==> config.mk <==
export PLATFORM = sky130hd
export DESIGN_NAME = inner_dot_acc_sched
export DESIGN_NICKNAME = d
export VERILOG_FILES = /design/src/rtl/inner_dot_acc_sched.sv
export SDC_FILE = /design/constraint.sdc
export NUM_CORES = 1
export LEC_CHECK = 0
export ABC_CLOCK_PERIOD_IN_PS = 4500
export BUFFER_PORTS_ARGS = -buffer_cell sky130_fd_sc_hd__buf_2
export CORE_MARGIN = 5
export CORE_UTILIZATION = 23
export CTS_CLUSTER_SIZE = 16
export DETAILED_ROUTE_END_ITERATION = 12
export PLACE_DENSITY_LB_ADDON = 0.2
export SLEW_MARGIN = 20
export SYNTH_ARGS = -nofsm -noshare
export SYNTH_HDL_FRONTEND = slang
export SYNTH_SLANG_ARGS = --single-unit
==> constraint.sdc <==
create_clock -name clk -period 4.5 [get_ports clk]
set_clock_uncertainty 0.1 [all_clocks]
set_input_delay 0.45 -clock clk [delete_from_list [all_inputs] [get_ports clk]]
set_output_delay 0.45 -clock clk [all_outputs]
set_load 0.005 [all_outputs]
==> src/rtl/inner_dot_acc_sched.sv <==
`default_nettype none
// +----------------------------------------------------------------------------+
// | inner_dot_acc_sched: beat sequencer and channel accumulator for the 9-tap  |
// | inner-dot unit. Optional macro INNER_DOT_ACC_RELU_EN clamps results at 0.  |
// | Revision: 1.0                                                              |
// +----------------------------------------------------------------------------+
module inner_dot_acc_sched #(
  parameter int SUM_WIDTH = 20,
  parameter int ACC_WIDTH = 32,
  parameter int CH_W      = 10
) (
  input  logic                        clk,
  input  logic                        rst_n,
  input  logic        [CH_W-1:0]      cfg_num_ch,
  input  logic signed [ACC_WIDTH-1:0] cfg_bias,
  input  logic                        in_valid,
  output logic                        in_ready,
  input  logic signed [SUM_WIDTH-1:0] dot_ans,
  output logic                        out_valid,
  input  logic                        out_ready,
  output logic signed [ACC_WIDTH-1:0] out_data,
  output logic                        busy
);

  localparam logic [1:0] S_ACC   = 2'd0;
  localparam logic [1:0] S_DRAIN = 2'd1;
  localparam logic [1:0] S_OUT   = 2'd2;

  localparam logic [CH_W-1:0] c_ONE = CH_W'(1);

  logic        [1:0]           r_state;
  logic        [1:0]           w_state_nxt;
  logic        [CH_W-1:0]      r_ch_cnt;
  logic        [CH_W-1:0]      r_num_ch_q;
  logic signed [ACC_WIDTH-1:0] r_acc;
  logic                        r_p_vld;
  logic                        r_p_last;
  logic                        r_out_valid;
  logic signed [ACC_WIDTH-1:0] r_out_data;

  logic                        w_in_ready;
  logic                        w_fire;
  logic                        w_first;
  logic        [CH_W-1:0]      w_cfg_num;
  logic        [CH_W-1:0]      w_eff_num;
  logic                        w_last_beat;
  logic                        w_finish;
  logic signed [ACC_WIDTH-1:0] w_ans_ext;
  logic signed [ACC_WIDTH-1:0] w_sum;
  logic signed [ACC_WIDTH-1:0] w_result;

  assign w_fire      = in_valid & w_in_ready;
  assign w_first     = (r_ch_cnt == '0);
  assign w_cfg_num   = (cfg_num_ch == '0) ? c_ONE : cfg_num_ch;
  assign w_eff_num   = w_first ? w_cfg_num : r_num_ch_q;
  assign w_last_beat = (r_ch_cnt == (w_eff_num - c_ONE));
  assign w_finish    = r_p_vld & r_p_last;
  assign w_ans_ext   = ACC_WIDTH'(dot_ans);
  assign w_sum       = r_acc + w_ans_ext;

`ifdef INNER_DOT_ACC_RELU_EN
  assign w_result = w_sum[ACC_WIDTH-1] ? '0 : w_sum;
`else
  assign w_result = w_sum;
`endif

  always_ff @(posedge clk) begin
    if (!rst_n) r_state <= S_ACC;
    else        r_state <= w_state_nxt;
  end

  always_comb begin
    w_state_nxt = r_state;
    case (r_state)
      S_ACC:   if (w_fire && w_last_beat) w_state_nxt = S_DRAIN;
      S_DRAIN: if (w_finish)              w_state_nxt = S_OUT;
      S_OUT:   if (r_out_valid && out_ready) w_state_nxt = S_ACC;
      default: w_state_nxt = S_ACC;
    endcase
  end

  always_comb begin
    w_in_ready = (r_state == S_ACC);
    busy       = (r_ch_cnt != '0) || (r_state != S_ACC);
  end

  assign in_ready  = w_in_ready;
  assign out_valid = r_out_valid;
  assign out_data  = r_out_data;

  always_ff @(posedge clk) begin
    if (!rst_n) begin
      r_ch_cnt    <= '0;
      r_num_ch_q  <= c_ONE;
      r_acc       <= '0;
      r_p_vld     <= 1'b0;
      r_p_last    <= 1'b0;
      r_out_valid <= 1'b0;
      r_out_data  <= '0;
    end else begin
      r_p_vld <= w_fire;
      if (w_fire) begin
        r_p_last <= w_last_beat;
        r_ch_cnt <= w_last_beat ? '0 : (r_ch_cnt + c_ONE);
        if (w_first) r_num_ch_q <= w_cfg_num;
      end

      // Bias load wins over accumulation; both never coincide in practice.
      if (w_fire && w_first)             r_acc <= cfg_bias;
      else if (r_p_vld && !r_p_last)     r_acc <= w_sum;

      if (w_finish) begin
        r_out_data  <= w_result;
        r_out_valid <= 1'b1;
      end else if (r_out_valid && out_ready) begin
        r_out_valid <= 1'b0;
      end
    end
  end

endmodule
`default_nettype wire

==> After elaboration in Yosys (flattened, before gate mapping) <==
Cells that the tools add are included.
{ "classes": {"n_addsub": 3, "n_eq_ne": 6, "n_mux": 11, "bitwise": 2, "reduce_logical": 14} }
{ "op_table": {"columns": ["operator", "count"], "rows": [
  ["$mux W32", 2],
  ["$add A32 B20 Y32", 1],
  ["$mux W10", 3],
  ["$logic_not A10 Y1", 2],
  ["$add A10 B1 Y10 const B", 1],
  ["$eq A10 B10 Y1", 1],
  ["$reduce_bool A10 Y1", 1],
  ["$sub A10 B1 Y10 const B", 1],
  ["$mux W2", 3],
  ["$pmux W2 S3", 1],
  ["$reduce_bool A2 Y1", 3],
  ["$logic_and A1 B1 Y1", 4],
  ["$ne A2 B2 Y1 const B", 2],
  ["$reduce_and A3 Y1", 1],
  ["$and A1 B1 Y1", 2],
  ["$eq A2 B1 Y1 const B", 1],
  ["$eq A2 B2 Y1 const B", 1],
  ["$logic_not A2 Y1", 1],
  ["$mux W1", 2],
  ["$ne A2 B1 Y1 const B", 1],
  ["$logic_not A1 Y1", 1],
  ["$logic_or A1 B1 Y1", 1]
]} }
{ "word_totals": {"ff_bits": 89} }

==> Longest topological paths before layout <==
Gate-level depths: netlist (run 1).
{ "logic_depth": {"word_depth": 8, "ltp_mapped": 15, "depth_no_buf": 13} }

==> Worst setup path after synthesis (run 1) <==
No wires, ideal clock.
{ "synth_path": {"kind": "reg-to-reg", "startpoint": "reg r_ch_cnt[0]", "endpoint": "reg r_ch_cnt[0]", "setup_time_ps": 115, "arrival_time_ps": 3519, "t_required_ps": 4285, "slack_ps": 767, "stages_incl_launch_ff": 15, "cell_sequence": "dfxtp_1 -> inv_1 -> ha_1 -> or4b_1 -> buf_2 -> nor3_4 -> mux2i_1 -> ha_1 -> o2111ai_1 -> or3_1 -> a311o_1 -> a211oi_2 -> nand2b_1 -> buf_4 -> nor2_1"} }
{ "synth_between": {"elab_chain_len": 5, "elab_cells_between_ends": 6, "classes_between": "add/sub (2); eq/ne (1); mux (2); reduce/logical (1)"} }
{ "synth_rtl": {"columns": ["item", "line_no", "source"], "rows": [
  ["start, declared", "33", "logic [CH_W-1:0] r_ch_cnt;"],
  ["start signal, assigned", "104", "r_ch_cnt <= w_last_beat ? '0 : (r_ch_cnt + c_ONE);"],
  ["$logic_not A10 Y1", "53", "assign w_first = (r_ch_cnt == '0);"],
  ["$mux W10", null, null],
  ["$sub A10 B1 Y10", "56", "assign w_last_beat = (r_ch_cnt == (w_eff_num - c_ONE));"],
  ["$eq A10 B10 Y1", "56", null],
  ["$mux W10 (*)", "104", null]
]} }
Mark *: on every way between the ends. The rest lies on a longest branch, timed or not.
A chain may end at the register's enable or synchronous reset.

==> Final worst setup path (run 1) <==
{ "layout_path": {"startpoint": "reg r_ch_cnt[0]", "endpoint": "reg r_ch_cnt[9]"} }
The elaborated chain is that of the path after synthesis.

==> Implementation_results.wiki, run 1 <==
{| class="wikitable"
! Metric !! Value
|-
| Slowest Stage Delay on Critical Path || 0.61 ns
|-
| EDFF count, synth || 0
|-
| Cell repeated most along the worst path || sky130_fd_sc_hd__ha_1
|-
| Element type at the critical path end || flop
|-
| Highest-delay cell along the critical path || sky130_fd_sc_hd__or4b_1
|-
| Number of iterations in the first detailed-routing pass || 4
|-
| Wire length of the first global-routing pass || 29300 um
|-
| TritonCTS Buffers || 9
|-
| Fraction of layout cells with a size suffix above 1 || 0.178
|-
| Clock Tree Buf Depth || 2
|-
| Critical path required time || 4.64 ns
|-
| Highest attainable clock frequency || 244 MHz
|-
| Synth async-reset ratio || 0
|-
| CP Max Fanout || 9
|-
| Root Buffer || sky130_fd_sc_hd__clkbuf_16
|-
| Number of nets at the end of the flow || 903
|-
| Weighted congestion reported at the end of routability-driven placement || 0.838
|-
| Pre-CTS setup slack || 0.269 ns
|-
| Total met3 wirelength after detailed routing || 628 um
|-
| Sw Ratio || 0.341
|-
| Finished Cell Area || 0.00693 mm2
|-
| DRT Wirelength || 18300 um
|-
| Fill cells || 2789
|-
| Total via count after detailed routing || 5459
|-
| Top area cells in the synthesized netlist || sky130_fd_sc_hd__dfxtp_1 (31%), sky130_fd_sc_hd__ha_1 (7.4%), sky130_fd_sc_hd__nand2_1 (6.1%)
|-
| Part of the power in registers || 0.359
|-
| Gr ovfl total || 0
|-
| Placed cell area || 0.00664 mm2
|-
| Register bit count reported by yosys || 89
|-
| Postcts setup bufs || 0
|-
| Fin worst setup slack || 0.405 ns
|-
| Post-route core utilization || 0.278
|-
| Clock latency of the later-clocked register in the worst-skew pair || 0.35 ns
|-
| Number of synthesis warnings || 0
|-
| Clk network pwr share || 0.319
|-
| Internal Pwr Total || 1610 uW
|-
| P per Cell Area || 352 mW/mm2
|-
| Count of H-tree levels built during CTS || 3
|-
| Switching power summed over all nets || 830 uW
|-
| Portion of synthesized cell area occupied by the leading cell type || 0.309
|-
| Final worst path period share || 0.910
|-
| I/O Pins || 101
|-
| IO Port Bufs || 100
|-
| Area of the die || 0.0283 mm2
|-
| Final worst path period need || 4.10 ns
|-
| CTS clk-pin slew, worst paths || 0.07 ns
|-
| DPL Wire Length || 13600 um
|-
| Largest net degree at the start of global routing || 51
|-
| Total of endpoints with negative setup slack in the final report || 0
|-
| WL met2 || 8320 um
|-
| Floorplan die width || 168 um
|-
| Final routed wire length divided by cell count || 16.1 um
|-
| # rows || 58
|-
| Average size of a mapped cell || 8.02 um2
|-
| Distinct cell type count after synthesis || 61
|-
| Setup Crit Path Kind || flop to flop
|-
| Antenna Nets Post-Route || 0
|-
| Antenna violations before repair || 1
|-
| Effective utilization at floorplan || 0.231
|-
| Ordered list of cells on the worst path || inv_1 > ha_1 > or4b_1 > nor3_4 > buf_4 > mux2i_1 > ha_1 > o2111ai_1 > or3_1 > a311o_1 > a211oi_2 > nand2b_2 > nor2_1
|-
| Initial DRC count || 350
|-
| Slew @ Worst Pin || 0.999 ns
|-
| First element of the critical path || r_ch_cnt[0]
|-
| Total Power || 2440 uW
|-
| Kind of start point of the critical path || flop
|-
| Number of max-slew violations in the final report || 0
|-
| Combinational share of power || 0.322
|-
| Start of the worst register-to-register path || r_ch_cnt[0]
|-
| Area overhead of the layout relative to synthesis || 20.2%
|-
| Leakage component of the power || 0.00314 uW
|-
| Hold crit path type || input pin to flop
|-
| Worst ir drop on vdd || 147 uV
|-
| Total global-route track usage || 0.129
|-
| RSZ-0062 raised after global routing || no
|-
| M1 wire length || 8990 um
|-
| Floorplan die height || 168 um
|-
| DR top layer || met5
|-
| Summed instance area of the synthesized netlist || 0.00577 mm2
|-
| Top cell type by total area after synthesis || sky130_fd_sc_hd__dfxtp_1
|-
| Count of inserted antenna diode cells || 0
|-
| Cells after synthesis || 719
|-
| CTS tree || built
|-
| Count of unresolved DRC violations after routing || 0
|-
| Post-synthesis sequential area ratio || 0.309
|-
| Syn Nets || 820
|-
| Hold Fails Final Rpt || 0
|-
| Post-DR vias/cell || 4.80
|-
| Number of global-route vias before repair || 5386
|-
| Clock sink total || 89
|-
| Fin Setup TNS || 0 ns
|-
| CORE AREA || 0.0250 mm2
|-
| Most common flop cell mapped by yosys || sky130_fd_sc_hd__dfxtp_1
|-
| Max-cap viol count || 0
|-
| Data arrival time at the worst-slack endpoint || 4.23 ns
|-
| Hold Path Origin || cfg_bias[25]
|-
| Outcome || finished, final reports clean
|-
| Max-slew headroom at the worst pin || 0.332
|}
==> metrics by stage <==
stage	std cells	hold WS, ns
global route	1137	0.231
floorplan	719	0.357
finish	1137	0.237
CTS	1137	0.218
global placement	1121	0.354
detailed placement	1121	0.359
==> final cells by class <==
type / count / area (um2) / share of cell area
well taps: 330 / 413 / 0.0596
multi-input cells: 568 / 3760 / 0.542
inverters: 19 / 71.3 / 0.0103
clock buffers: 15 / 288 / 0.0415
flip-flops and latches: 89 / 1780 / 0.257
clock inverters: 1 / 7.51 / 0.00108
repair buffers: 115 / 613 / 0.0884
==> synthesized netlist by cell type, drive strengths merged, types with 14 or more instances <==
cell	n
nand2	93
dfxtp	89
a21oi	51
o21ai	50
nor2	40
clkbuf	39
ha	34
o211a	27
nand3	25
xnor2	25
and2	21
xor2	21
inv	19
o211ai	18
a21boi	15
a21o	14
nand4	14
==> cells by family after synthesis <==
group	share of synthesized area
compound gates	0.274
xor+xnor	0.0699
fa+ha+maj	0.0772
buf+inv	0.0414
flops	0.309
mux	0.0213
simple gates	0.207
==> flip-flops by register name, indices dropped and copies added, names as in the netlist <==
signal and flops:
out_data 32, out_valid 1, r_acc 32, r_ch_cnt 10, r_p_last 1, r_num_ch_q 10
r_p_vld 1, r_state 2
==> worst max-delay path, delay by kind of cell (launching register included) <==
kind	cells	cell delay, ns
AOI/OAI and AO/OA	3	0.89
adders and majority gates	2	0.41
buffers and inverters	2	0.28
DFF	1	0.37
muxes	1	0.25
and+or+nand+nor	5	1.68
==> per-layer routing <==
| metal | track usage | vias to the layer above |
|---|---|---|
| li1 | - | 2778 |
| met1 | 0.174 | 2546 |
| met2 | 0.209 | 108 |
| met3 | 0.0204 | 25 |
| met4 | 0.0430 | 2 |
| met5 | 0 | - |
==> worst paths after layout <==
kind,endpoint,slack (ns),cells past startpoint
max,r_ch_cnt[9],0.40,13
min reg2reg,out_data[7],0.36,2
min,r_acc[25],0.24,2
max reg2reg,r_ch_cnt[9],0.40,13
==> what timing repair did <==
item,4_1_cts,5_1_grt
gates resized for setup,0,1
endpoints found under the hold margin,0,0
hold buffers,0,0
endpoints found under the setup margin,0,9
==> cell usage in the layout (no fill, tap or decap), types with 3 or more instances in the layout <==
cell,netlist,routed
sky130_fd_sc_hd__a211oi_1,5,5
sky130_fd_sc_hd__a21boi_0,15,15
sky130_fd_sc_hd__a21o_1,14,14
sky130_fd_sc_hd__a21oi_1,51,51
sky130_fd_sc_hd__a31oi_1,8,8
sky130_fd_sc_hd__and2_1,21,21
sky130_fd_sc_hd__and3_1,7,7
sky130_fd_sc_hd__and4_1,4,4
sky130_fd_sc_hd__buf_2,2,100
sky130_fd_sc_hd__buf_4,1,15
sky130_fd_sc_hd__clkbuf_16,0,9
sky130_fd_sc_hd__clkbuf_8,0,4
sky130_fd_sc_hd__dfxtp_1,89,89
sky130_fd_sc_hd__ha_1,34,34
sky130_fd_sc_hd__inv_1,19,19
sky130_fd_sc_hd__mux2i_1,10,10
sky130_fd_sc_hd__nand2_1,93,91
sky130_fd_sc_hd__nand2b_1,7,5
sky130_fd_sc_hd__nand3_1,25,25
sky130_fd_sc_hd__nand4_1,14,14
sky130_fd_sc_hd__nor2_1,40,39
sky130_fd_sc_hd__nor2b_1,6,6
sky130_fd_sc_hd__nor3_1,8,8
sky130_fd_sc_hd__o2111ai_1,3,3
sky130_fd_sc_hd__o211a_1,27,27
sky130_fd_sc_hd__o211ai_1,18,18
sky130_fd_sc_hd__o21a_1,6,6
sky130_fd_sc_hd__o21ai_0,50,50
sky130_fd_sc_hd__o21bai_1,9,9
sky130_fd_sc_hd__o31a_1,3,3
sky130_fd_sc_hd__o31ai_1,3,3
sky130_fd_sc_hd__o41ai_1,3,3
sky130_fd_sc_hd__or3_1,6,6
sky130_fd_sc_hd__xnor2_1,25,25
sky130_fd_sc_hd__xor2_1,21,21
==> power by group through the flow <==
stage	sequential (uW)	clock, uW	combinational [uW]
finish	875	777	785
floorplan	883	0	579
CTS	875	812	792
global placement	893	0	793
global route	881	842	888
detailed placement	893	0	786
Power figures use the tool's default switching activity.
==> run 2: changes to the inputs <==
ABC_CLOCK_PERIOD_IN_PS = 5000   (was 4500)
clock period = 5 ns   (was 4.5 ns; I/O delays follow)
==> Implementation_results.wiki, run 2 (synthesized netlist as in run 1, its figures left out) <==
{| class="wikitable"
! Metric !! Value
|-
| Max-cap viol count || 0 (unchanged)
|-
| Postcts setup bufs || 0 (unchanged)
|-
| Area overhead of the layout relative to synthesis || 20.3% (about the same)
|-
| Initial DRC count || 190 (-46%)
|-
| Root Buffer || sky130_fd_sc_hd__clkbuf_16
|-
| Count of H-tree levels built during CTS || 3 (unchanged)
|-
| Total global-route track usage || 0.128 (-0.000834)
|-
| Antenna violations before repair || 0 (-1)
|-
| Outcome || finished, final reports clean
|-
| Wire length of the first global-routing pass || 29200 um (-0.42%)
|-
| Count of unresolved DRC violations after routing || 0 (unchanged)
|-
| Switching power summed over all nets || 748 uW (-9.9%)
|-
| DPL Wire Length || 13300 um (-2.1%)
|-
| Critical path required time || 5.13 ns (+0.49 ns)
|-
| Fin Setup TNS || 0 ns (unchanged)
|-
| Number of iterations in the first detailed-routing pass || 4 (unchanged)
|-
| Data arrival time at the worst-slack endpoint || 4.47 ns (+0.24 ns)
|-
| Most frequent cells in the layout || sky130_fd_sc_hd__buf_2 (100), sky130_fd_sc_hd__nand2_1 (91), sky130_fd_sc_hd__dfxtp_1 (89)
|-
| IO Port Bufs || 100 (unchanged)
|-
| Number of max-slew violations in the final report || 0 (unchanged)
|-
| Number of global-route vias before repair || 5419 (+0.61%)
|-
| Clk network pwr share || 0.353 (+0.034)
|-
| TritonCTS Buffers || 9 (unchanged)
|-
| Gr ovfl total || 0 (unchanged)
|-
| Fin worst setup slack || 0.661 ns (+0.256 ns)
|-
| Fill cells || 2761 (-1.0%)
|-
| Element type at the critical path end || flop
|-
| Slew @ Worst Pin || 0.965 ns (-0.0336 ns)
|-
| Floorplan die height || 168 um (unchanged)
|-
| # rows || 58 (unchanged)
|-
| Antenna Nets Post-Route || 0 (unchanged)
|-
| Weighted congestion reported at the end of routability-driven placement || 0.833 (-0.62%)
|-
| Final worst path period share || 0.868 (-0.0423)
|-
| Final worst path period need || 4.34 ns (+0.244 ns)
|-
| Sw Ratio || 0.326 (-0.0150)
|-
| Area of the die || 0.0283 mm2 (unchanged)
|-
| CP Max Fanout || 9 (unchanged)
|-
| Worst ir drop on vdd || 127 uV (-14%)
|-
| Leading cell type in the layout, fill and taps excluded || sky130_fd_sc_hd__buf_2
|-
| Clock latency of the later-clocked register in the worst-skew pair || 0.35 ns (about the same)
|-
| Final routed wire length divided by cell count || 16.0 um (-0.73%)
|-
| I/O Pins || 101 (unchanged)
|-
| Setup Crit Path Kind || flop to flop
|-
| Effective utilization at floorplan || 0.231 (unchanged)
|-
| Kind of start point of the critical path || flop
|-
| CTS tree || built
|-
| Highest attainable clock frequency || 230 MHz (-5.6%)
|-
| CORE AREA || 0.0250 mm2 (unchanged)
|-
| DRT Wirelength || 18100 um (-1.2%)
|-
| Leakage component of the power || 0.00314 uW (-0.17%)
|-
| Internal Pwr Total || 1550 uW (-3.6%)
|-
| Post_cts resized || 0 (unchanged)
|-
| Part of the power in registers || 0.343 (-0.016)
|-
| Floorplan die width || 168 um (unchanged)
|-
| Clock Tree Buf Depth || 2 (unchanged)
|-
| Total via count after detailed routing || 5406 (-0.97%)
|-
| Post-DR vias/cell || 4.78 (-0.45%)
|-
| Max-slew headroom at the worst pin || 0.354 (+0.0225)
|-
| Total of endpoints with negative setup slack in the final report || 0 (unchanged)
|-
| Number of nets at the end of the flow || 897 (-0.66%)
|-
| Fraction of layout cells with a size suffix above 1 || 0.172 (-0.00615)
|-
| RSZ-0062 raised after global routing || no
|-
| Combinational share of power || 0.304 (-0.018)
|-
| Hold Buf Count CTS || 0 (unchanged)
|-
| Pre-CTS setup slack || 0.629 ns (+0.360 ns)
|-
| Clock sink total || 89 (unchanged)
|-
| Count of inserted antenna diode cells || 0 (unchanged)
|-
| Hold Fails Final Rpt || 0 (unchanged)
|-
| P per Cell Area || 331 mW/mm2 (-5.8%)
|-
| Post-route core utilization || 0.278 (about the same)
|-
| Hold crit path type || input pin to flop
|-
| CTS clk-pin slew, worst paths || 0.07 ns (about the same)
|-
| Largest net degree at the start of global routing || 53 (+3.9%)
|}
==> run 2: cell type report <==
cell class | instances | area [um2] | share of cell area
clock buffers | 11 | 243 | 0.0350
clock inverters | 5 | 103 | 0.0148
inverters | 19 | 71.3 | 0.0103
multi-input cells | 568 | 3760 | 0.542
flip-flops and latches | 89 | 1780 | 0.257
well taps | 330 | 413 | 0.0595
repair buffers | 109 | 568 | 0.0819
==> run 2: worst paths after layout <==
check | start | end | slack (ns) | depth (start not counted)
min reg2reg | out_data[22] | out_data[22] | 0.36 | 2
max reg2reg | r_ch_cnt[0] | r_ch_cnt[0] | 0.66 | 12
max | r_ch_cnt[0] | r_ch_cnt[0] | 0.66 | 12
min | cfg_bias[31] | r_acc[31] | 0.28 | 3
==> run 2: metrics by stage <==
stage	instance area (um2)	total power [uW]	hold slack, ns	std cells
final	6940	2300	0.278	1131
after global routing	6940	2450	0.272	1131
after CTS	6940	2340	0.257	1131
after detailed placement	6590	1500	0.353	1115
after global placement	6590	1510	0.354	1115
after floorplan	5770	1320	0.357	719
==> run 2: power groups by stage <==
| stage | Combinational, uW | Clock [uW] | Sequential [uW] |
|---|---|---|---|
| final | 698 | 811 | 788 |
| after global routing | 790 | 871 | 794 |
| after CTS | 706 | 844 | 788 |
| after detailed placement | 701 | 0 | 804 |
| after global placement | 707 | 0 | 804 |
| after floorplan | 522 | 0 | 794 |
==> run 2: metal layers <==
layer | part of all wire | GRT usage
met2 | 0.46 | 0.211
met4 | 0.0095 | 0.0272
met3 | 0.038 | 0.0270
met5 | 0 | 0
met1 | 0.49 | 0.172
==> run 2: critical path, cell delays in order (launching register included) <==
cell,delay [ns]
sky130_fd_sc_hd__dfxtp_1,0.36
sky130_fd_sc_hd__inv_1,0.10
sky130_fd_sc_hd__ha_1,0.15
sky130_fd_sc_hd__or4b_1,0.60
sky130_fd_sc_hd__nor3_4,0.47
sky130_fd_sc_hd__mux2i_1,0.38
sky130_fd_sc_hd__ha_1,0.27
sky130_fd_sc_hd__o2111ai_1,0.30
sky130_fd_sc_hd__or3_1,0.44
sky130_fd_sc_hd__a311o_1,0.30
sky130_fd_sc_hd__a211oi_2,0.30
sky130_fd_sc_hd__nand2b_1,0.35
sky130_fd_sc_hd__nor2_1,0.09
